File: src/rtl/cdb_arbiter.sv
// cdb_arbiter: round-robin arbiter for the Tomasulo common data bus.
// Picks one completing unit per cycle and drives the registered CDB
// broadcast (tag + data). The unit granted in the current cycle is masked
// from the next decision, so a single requester wins at most every other
// cycle.
// Optional feature macro: CDB_PRIO_EN -- when defined, unit PRIO_IDX wins
// whenever it is eligible, without moving the round-robin pointer.
module cdb_arbiter #(
    parameter int N_REQ    = 4,
    parameter int TAG_W    = 3,
    parameter int DATA_W   = 16,
    parameter int PRIO_IDX = 1,
    localparam int SRC_W   = $clog2(N_REQ)
) (
    input  logic                      clock,
    input  logic                      Reset,
    input  logic [N_REQ-1:0]          req,
    input  logic [N_REQ*TAG_W-1:0]    req_tag,
    input  logic [N_REQ*DATA_W-1:0]   req_data,
    input  logic                      cdb_hold,
    output logic [N_REQ-1:0]          grant,
    output logic                      cdb_valid,
    output logic [TAG_W-1:0]          cdb_tag,
    output logic [DATA_W-1:0]         cdb_data,
    output logic [SRC_W-1:0]          cdb_src,
    output logic                      tag_err
);

    // Reject configurations the arbiter is not built for.
    if ((N_REQ < 2) || (N_REQ > 8) || (PRIO_IDX < 0) || (PRIO_IDX >= N_REQ)) begin : g_param_check
        $error("cdb_arbiter: N_REQ must be 2..8 and PRIO_IDX must index a requester");
    end

    // Registered broadcast state and the round-robin pointer.
    logic [N_REQ-1:0]  grant_q,  grant_d;
    logic              valid_q,  valid_d;
    logic [TAG_W-1:0]  tag_q,    tag_d;
    logic [DATA_W-1:0] data_q,   data_d;
    logic [SRC_W-1:0]  src_q,    src_d;
    logic              err_q,    err_d;
    logic [SRC_W-1:0]  rr_q,     rr_d;

    // Unpacked views of the per-unit tag and data buses.
    logic [TAG_W-1:0]  tag_arr  [N_REQ];
    logic [DATA_W-1:0] data_arr [N_REQ];

    // Winner selection.
    logic [N_REQ-1:0]  eligible;
    logic              win_found;
    logic [SRC_W-1:0]  win_idx;
    logic              prio_win;
    logic [SRC_W-1:0]  cand_idx;
    int                cand;

    // Split the packed request buses into one slot per unit.
    always_comb begin
        for (int i = 0; i < N_REQ; i++) begin
            tag_arr[i]  = req_tag[i*TAG_W +: TAG_W];
            data_arr[i] = req_data[i*DATA_W +: DATA_W];
        end
    end

    // Find the winner: priority unit first (if enabled), else the first
    // eligible unit scanning upward from rr_ptr with wrap-around.
    always_comb begin
        // NOTE: every combinational output gets a default before any branch,
        // otherwise a path that skips the assignment infers a latch.
        eligible  = req & ~grant_q;
        win_found = 1'b0;
        win_idx   = '0;
        prio_win  = 1'b0;
        cand      = 0;
        cand_idx  = '0;
        for (int i = 0; i < N_REQ; i++) begin
            cand = int'(rr_q) + i;
            if (cand >= N_REQ) begin
                cand = cand - N_REQ;
            end
            cand_idx = SRC_W'(cand);
            if (!win_found && eligible[cand_idx]) begin
                win_found = 1'b1;
                win_idx   = cand_idx;
            end
        end
`ifdef CDB_PRIO_EN
        if (eligible[PRIO_IDX]) begin
            win_found = 1'b1;
            win_idx   = SRC_W'(PRIO_IDX);
            prio_win  = 1'b1;
        end
`else
        prio_win = 1'b0;
`endif
    end

    // Next-state: hold or empty eligible set idles the bus; otherwise
    // broadcast the winner and move the pointer past it.
    always_comb begin
        grant_d = '0;
        valid_d = 1'b0;
        tag_d   = tag_q;
        data_d  = data_q;
        src_d   = src_q;
        err_d   = err_q;
        rr_d    = rr_q;
        if (!cdb_hold && win_found) begin
            grant_d          = '0;
            grant_d[win_idx] = 1'b1;
            src_d            = win_idx;
            tag_d            = tag_arr[win_idx];
            data_d           = data_arr[win_idx];
            // Tag 0 means "value ready" and must never reach the snoopers.
            if (tag_arr[win_idx] == '0) begin
                valid_d = 1'b0;
                err_d   = 1'b1;
            end else begin
                valid_d = 1'b1;
            end
            if (!prio_win) begin
                rr_d = (win_idx == SRC_W'(N_REQ - 1)) ? '0 : win_idx + SRC_W'(1);
            end
        end
    end

    // State register; reset clears every output at once, dropping any
    // broadcast in flight.
    always_ff @(posedge clock or posedge Reset) begin
        // NOTE: sequential state uses non-blocking assignments so all
        // registers update together from values sampled at the same edge.
        if (Reset) begin
            grant_q <= '0;
            valid_q <= 1'b0;
            tag_q   <= '0;
            data_q  <= '0;
            src_q   <= '0;
            err_q   <= 1'b0;
            rr_q    <= '0;
        end else begin
            grant_q <= grant_d;
            valid_q <= valid_d;
            tag_q   <= tag_d;
            data_q  <= data_d;
            src_q   <= src_d;
            err_q   <= err_d;
            rr_q    <= rr_d;
        end
    end

    assign grant     = grant_q;
    assign cdb_valid = valid_q;
    assign cdb_tag   = tag_q;
    assign cdb_data  = data_q;
    assign cdb_src   = src_q;
    assign tag_err   = err_q;

endmodule

File: config.mk
export PLATFORM = sky130hd
export DESIGN_NAME = cdb_arbiter
export DESIGN_NICKNAME = d
export VERILOG_FILES = /design/src/rtl/cdb_arbiter.sv
export SDC_FILE = /design/constraint.sdc
export NUM_CORES = 1
export LEC_CHECK = 0
export ABC_AREA = 1
export BUFFER_PORTS_ARGS = -buffer_cell sky130_fd_sc_hd__buf_2
export CAP_MARGIN = 20
export CORE_MARGIN = 1
export CORE_UTILIZATION = 45
export DETAILED_ROUTE_END_ITERATION = 12
export PLACE_DENSITY = 0.8
export SYNTH_ARGS = -nofsm -noshare
export SYNTH_HDL_FRONTEND = slang
export SYNTH_SLANG_ARGS = --single-unit
File: constraint.sdc
create_clock -name clock -period 2.4 [get_ports clock]
set_input_delay 0.24 -clock clock [delete_from_list [all_inputs] [get_ports clock]]
set_output_delay 0.24 -clock clock [all_outputs]
set_load 0.005 [all_outputs]
==> results.txt, run 1 <==
Status = complete, no violations
Combinational group share of total power = 0.708
Cts bufs inserted = 5
Port bufs = 109
Routed Antenna Nets = 0
RSZ-0062 raised after global routing = no
GRT Resource Usage Total = 0.251
Hold Path Class = input pin to async pin
Antenna violations before repair = 0
Setup Skew = 0.00660 ns
Vias in the first global route = 2177
CP delay by family, top = simple AND/OR/NAND/NOR gates
Most instantiated cells after synthesis = nand2_1 (102), nand3_1 (35), dfrtp_1 (29), o211ai_1 (22), inv_1 (17)
Synth unique cells = 24
Synth area leaders = dfrtp_1 (35%), nand2_1 (19%), nand3_1 (8.5%)
Switching share of total power = 0.519
Hpwl dp = 4.37 mm
First-pass GRT wire length = 9.80 mm
Gpl congestion = 0.879
Tcrit/Tclk final = 0.907
Area leader, netlist = dfrtp_1
Compound-gate portion of the synthesized area = 0.118
Reg2reg path depth = 12
Die Ht = 69.5 µm
Top-count cell post-synth = nand2_1
Synth Area in Adders = 0.0244
Crit path buf inv count = 2
Slew @ Worst Pin = 0.376 ns
Yosys reg bits = 29
Final routed DRC violation total = 0
Simple-gate share of the synthesized area = 0.417
Leak = 1.49 nW
Post-synth top area share = 0.354
Avg Inst Size Synth = 7.20 µm²
N_diodes = 0
Setup TNS = 0 ns
Async set-or-reset flop fraction in the synthesized netlist = 1.00
Post-Synth XOR/XNOR Area = 0
Final Hold Slack = 0.0148 ns
WP depth = 12
CTS tree = built
Setup Crit Path Kind = flip-flop to flip-flop
Starting Density = 0.471
Post-CTS Setup Inserts = 0
Synth Flop Type = dfrtp_1
Setup violations, final = 0
Final WL = 5.71 mm
Htree depth = 2
Internal power = 2.10 mW
Worst Path Arrival = 2.35 ns
Layout cells sized above 1 = 0.365
GRT overflow = 0
Max Cap Viol = 0
Endpoints failing hold = 0
Maximum vdd ir drop = 0.806 mV
Startpoint types = flip-flop
Clk sinks = 29
Vias = 2302
Final Max Slew Viols = 0
F_max = 459 MHz
Initial DRC count = 171
# IOs = 110
Slew headroom = 0.750
Core ar. = 4350 µm²
Clk network pwr share = 0.090
P_sw = 2.26 mW
Largest stage delay, worst path = 0.46 ns
Synthesized Nets = 372
Die width = 69.5 µm
Main combinational cell family by area after synthesis = simple AND/OR/NAND/NOR gates
DR WL/cell = 12.8 µm
Fin crit period = 2.18 ns
Clk buf depth = 2
Final Core Density = 0.622
CTS Root Cell = clkbuf_8
Post-Syn Area = 2050 µm²
Routed vias/inst = 5.15
Fillers = 393
CP Max Fanout = 9
Pwr/cell area = 1610 nW/µm²
Clk slew on worst S/H paths = 0.07 ns
Worst path cell trace = inv_2 > nand2_1 > nand2_2 > nand3_2 > nand2_4 > nand4_1 > nand3_1 > nand2_2 > inv_1 > ha_1 > nand2_1 > o21ai_0
Mapped Cells = 285
Register share of total power = 0.202
CP endpoint kind = flip-flop
DRT Pass-1 Iters = 5
Largest net degree at the start of global routing = 30
Syn-to-layout area delta = 32.1%
Synth warnings = 0
Critical Path Slowest Stage Cell = dfrtp_1
Die area = 4830 µm²
Sequential fraction of the synthesis area = 0.354
EDFF count, synth = 0
Post-synthesis mux area share = 0
Req. time, crit path = 2.57 ns
Worst skew pair latency = 0.28 ns
Nets = 481
# rows = 24
==> power by group through the flow <==
stage | Combinational (mW) | Sequential (mW) | Clock (mW)
3_5_place_dp | 3.10 | 0.880 | 0
3_3_place_gp | 3.01 | 0.881 | 0
4_1_cts | 3.11 | 0.879 | 0.402
6_report | 3.09 | 0.883 | 0.393
5_1_grt | 3.54 | 0.916 | 0.418
2_1_floorplan | 2.38 | 0.875 | 0
==> cell families after synthesis <==
kind of cell             after synthesis
AND/OR/NAND/NOR                      180
adder cells (fa/ha/maj)                4
flip-flops                            29
buffers and inverters                 35
AO/OA/AOI/OAI                         37
==> repair_timing <==
action / CTS / global route
hold buffers: 0 / 0
endpoints found under the hold margin: 0 / 0
endpoints found under the setup margin: 0 / 9
gates resized for setup: 0 / 1
==> registers in the layout, summed over array words and instances (netlist names) <==
register and count:
cdb_data 16, cdb_src 2, cdb_tag 3, cdb_valid 1, grant 4, rr_q 2, tag_err 1
==> worst paths after layout <==
check,endpoint,from,slack [ns]
worst max register to register,rr_q[1],rr_q[1],0.22
worst min register to register,tag_err,tag_err,0.47
min in group clock,cdb_data[15],req_data[15],0.22
max in group asynchronous,rr_q[0],Reset,2.09
worst min-delay path,grant[0],Reset,0.01
worst max-delay path,rr_q[1],rr_q[1],0.22
==> stage by stage <==
stage | power (mW) | worst slack (ns) | area (µm²) | instances
after floorplan | 3.26 | 0.431 | 2050 | 285
after global placement | 3.89 | 0.248 | 2630 | 439
after detailed placement | 3.98 | 0.199 | 2630 | 439
after CTS | 4.39 | 0.175 | 2710 | 447
after global routing | 4.88 | 0.00873 | 2710 | 447
final | 4.36 | 0.223 | 2710 | 447
==> cell type report <==
class                           count  area (µm²)  area share
Sequential cell                    29         727       0.268
Clock inverter                      2        10.0     0.00369
Tap cell                           52        65.1      0.0240
Timing Repair Buffer              115         603       0.223
Clock buffer                        6        72.6      0.0268
Inverter                           22        85.1      0.0314
Multi-Input combinational cell    221        1150       0.423
==> layer usage <==
layer	up-vias	wire, µm	global-route usage
met3	16	318	0.0567
met1	1048	2490	0.323
met4	0	176	0.113
li1	1153	-	-
met5	-	0	0
met2	85	2720	0.402
==> layout by cell type (no fill, tap or decap) <==
cell type and n:
nand4_1 4, nand2_4 2, inv_4 1, buf_12 1
o21ai_0 3, nor2_1 6, o21ai_1 11, nand2_2 7
ha_1 4, nand3_1 35, nand3_4 1, clkbuf_8 5
or2_0 12, clkbuf_1 1, dfrtp_2 1, a31oi_1 1
dfrtp_1 28, nand2_1 102, clkinv_2 2, or2_1 5
o211ai_1 22, nand4_4 1, nand3_2 2, inv_2 4
or2_2 3, buf_2 109, buf_4 5, inv_1 17
==> worst min-delay path, stage by stage <==
cell and delay [ns]:
buf_2 0.09, inv_1 0.04, buf_4 0.34
No activity file was read; power rests on OpenSTA's default activity.
==> run 2, diff against run 1 <==
--- a/config.mk
+++ b/config.mk
@@ -12,6 +12,7 @@
 export CORE_UTILIZATION = 45
 export DETAILED_ROUTE_END_ITERATION = 12
 export PLACE_DENSITY = 0.8
+export REMOVE_ABC_BUFFERS = 1
 export SYNTH_ARGS = -nofsm -noshare
 export SYNTH_HDL_FRONTEND = slang
 export SYNTH_SLANG_ARGS = --single-unit
==> constraint.sdc (replaced) <==
create_clock -name clock -period 2.4 [get_ports clock]
set_input_delay 0.24 -clock clock [delete_from_list [all_inputs] [get_ports clock]]
set_output_delay 0.24 -clock clock [all_outputs]
set_load 0.1 [all_outputs]
==> run 2 against run 1 <==
  * Sequential cell count unchanged
  * Critical path depth increased by 1
  * Routed wire length decreased by 1.5%
  * First-iteration DRC count decreased by 49%
  * Fmax decreased by 1.5%
  * Register-to-register slack got worse by 0.03 ns
  * Worst hold slack got worse by 0.0029 ns
  * Sequential share of layout area decreased by 0.40 points
  * Via count decreased by 1.0%
  * Die area unchanged
  * Critical endpoint unchanged
==> results.txt, run 2 (same netlist as run 1, synthesis figures left out) <==
Routed vias/inst = 5.10 (-1.0%)
Critical Path Slowest Stage Cell = dfrtp_1
Met2 usage = 0.435 (+0.0324)
Htree depth = 2 (unchanged)
Setup Crit Path Kind = flip-flop to flip-flop
Cts bufs inserted = 5 (unchanged)
Worst skew pair latency = 0.28 ns (about the same)
Final WL = 5.62 mm (-1.5%)
RSZ-0062 raised after global routing = no
Vias = 2278 (-1.0%)
Reg-to-reg critical path startpoint = rr_q[1]
Fin crit period = 2.21 ns (+0.0328 ns)
CP endpoint kind = flip-flop
Largest net degree at the start of global routing = 45 (+50%)
Max FFs per register = 16 (unchanged)
Worst path cell trace = inv_2 > nand2_1 > nand2_2 > nand3_2 > nand2_4 > nand4_1 > nand3_1 > nand2_2 > buf_4 > inv_1 > ha_1 > nand2_1 > o21ai_0
Starting Density = 0.471 (unchanged)
Clk sinks = 29 (unchanged)
Worst Path Arrival = 2.36 ns (about the same)
Setup Skew = 0.00852 ns (+0.00192 ns)
Grt met3 use = 0.0625 (+0.00581)
F_max = 452 MHz (-1.5%)
Die width = 69.5 µm (unchanged)
CTS Root Cell = clkbuf_8
Post-cts hold buffer count = 0 (unchanged)
Busiest grt layer = met2
Final routed DRC violation total = 0 (unchanged)
Slew @ Worst Pin = 0.495 ns (+0.119 ns)
Final Max Slew Viols = 0 (unchanged)
Die area = 4830 µm² (unchanged)
Hpwl dp = 4.28 mm (-1.9%)
CTS tree = built
Tcrit/Tclk final = 0.921 (+0.0136)
Clk slew on worst S/H paths = 0.06 ns (about the same)
Reg2reg path depth = 13 (+1)
Layout cells sized above 1 = 0.370 (+0.00506)
GRT Resource Usage Total = 0.250 (-0.000854)
R2R Path End = rr_q[1]
First-pass GRT wire length = 9.69 mm (-1.1%)
Fillers = 380 (-3.3%)
Routed Antenna Nets = 0 (unchanged)
Antenna violations before repair = 0 (unchanged)
Nets = 481 (unchanged)
Endpoints failing hold = 0 (unchanged)
CP Max Fanout = 8 (-1)
Setup slack, reg-to-reg = 0.19 ns (-0.03 ns)
Hold Path Class = input pin to async pin
Slew headroom = 0.672 (-0.0772)
Setup violations, final = 0 (unchanged)
Final Hold Slack = 0.0119 ns (-0.00291 ns)
Req. time, crit path = 2.55 ns (-0.02 ns)
Clk buf depth = 2 (unchanged)
Commonest cells after routing, fill and taps aside = buf_2 (109), nand2_1 (102), nand3_1 (35)
Largest stage delay, worst path = 0.45 ns (about the same)
Startpoint types = flip-flop
Vias in the first global route = 2212 (+1.6%)
Port bufs = 109 (unchanged)
Gpl congestion = 0.874 (-0.55%)
Commonest non-fill, non-tap cell in the layout = buf_2
DRT Pass-1 Iters = 4 (-1)
# rows = 24 (unchanged)
Status = complete, no violations
Core ar. = 4350 µm² (unchanged)
# IOs = 110 (unchanged)
Max Cap Viol = 0 (unchanged)
Initial DRC count = 88 (-49%)
DR WL/cell = 12.6 µm (-1.5%)
N_diodes = 0 (unchanged)
Grt met1 use = 0.306 (-0.0172)
GRT overflow = 0 (unchanged)
Syn-to-layout area delta = 34.1%
Die Ht = 69.5 µm (unchanged)
## run 2: cell count changes in the layout (fill, tap and decap cells not counted), sizes merged
cell    before  now
clkbuf       6    7
clkinv       2    1
## run 2: per-layer routing
metal | vias up | wire length [µm]
met3 | 7 | 407
met1 | 1024 | 2410
met2 | 92 | 2750
met5 | - | 0
li1 | 1155 | -
met4 | 0 | 55
## run 2: how the worst max path moves through the flow
| stage | start | end | slack, ns |
|---|---|---|---|
| global placement | rr_q[0] | cdb_data[9] | 0.04 |
| detailed placement | rr_q[0] | cdb_data[8] | -0.11 |
| global route | rr_q[1] | rr_q[1] | 0.02 |
| CTS | rr_q[0] | cdb_data[8] | 0.17 |
| finish | rr_q[1] | rr_q[1] | 0.19 |
| floorplan | grant[3] | rr_q[1] | -0.38 |
## run 2: area by class of cell
type	instances	area [µm²]	share of cell area
multi-input combinational	221	1150	0.420
inverter	22	87.6	0.0318
sequential	29	727	0.264
tap	52	65.1	0.0236
clock buffer	7	96.3	0.0350
clock inverter	1	5.00	0.00182
timing repair buffer	115	616	0.224
## run 2: critical path: cells and delay by family (launching register included)
family	cells	cell delay, ns
and+or+nand+nor	8	0.73
buffers and inverters	3	0.55
DFF	1	0.45
adders and majority gates	1	0.28
AOI/OAI and AO/OA	1	0.08
## run 2: through the flow
| stage | setup slack, ns | TNS (ns) | util | cell area (µm²) | instances |
|---|---|---|---|---|---|
| floorplan | -0.385 | -4.43 | - | 1960 | 272 |
| global placement | 0.0443 | 0 | 0.606 | 2640 | 439 |
| detailed placement | -0.110 | -0.484 | 0.606 | 2640 | 439 |
| CTS | 0.166 | 0 | 0.630 | 2740 | 447 |
| global route | 0.0222 | 0 | 0.632 | 2750 | 447 |
| finish | 0.190 | 0 | 0.632 | 2750 | 447 |
## run 2: timing repair
action,in CTS,in global routing
endpoints found under the setup margin,5,6
gates resized for setup,1,3
buffers inserted,0,0
Power of run 2 is not shown: default switching activity piles up to over one toggle a cycle in this logic, so the estimate is an artifact.
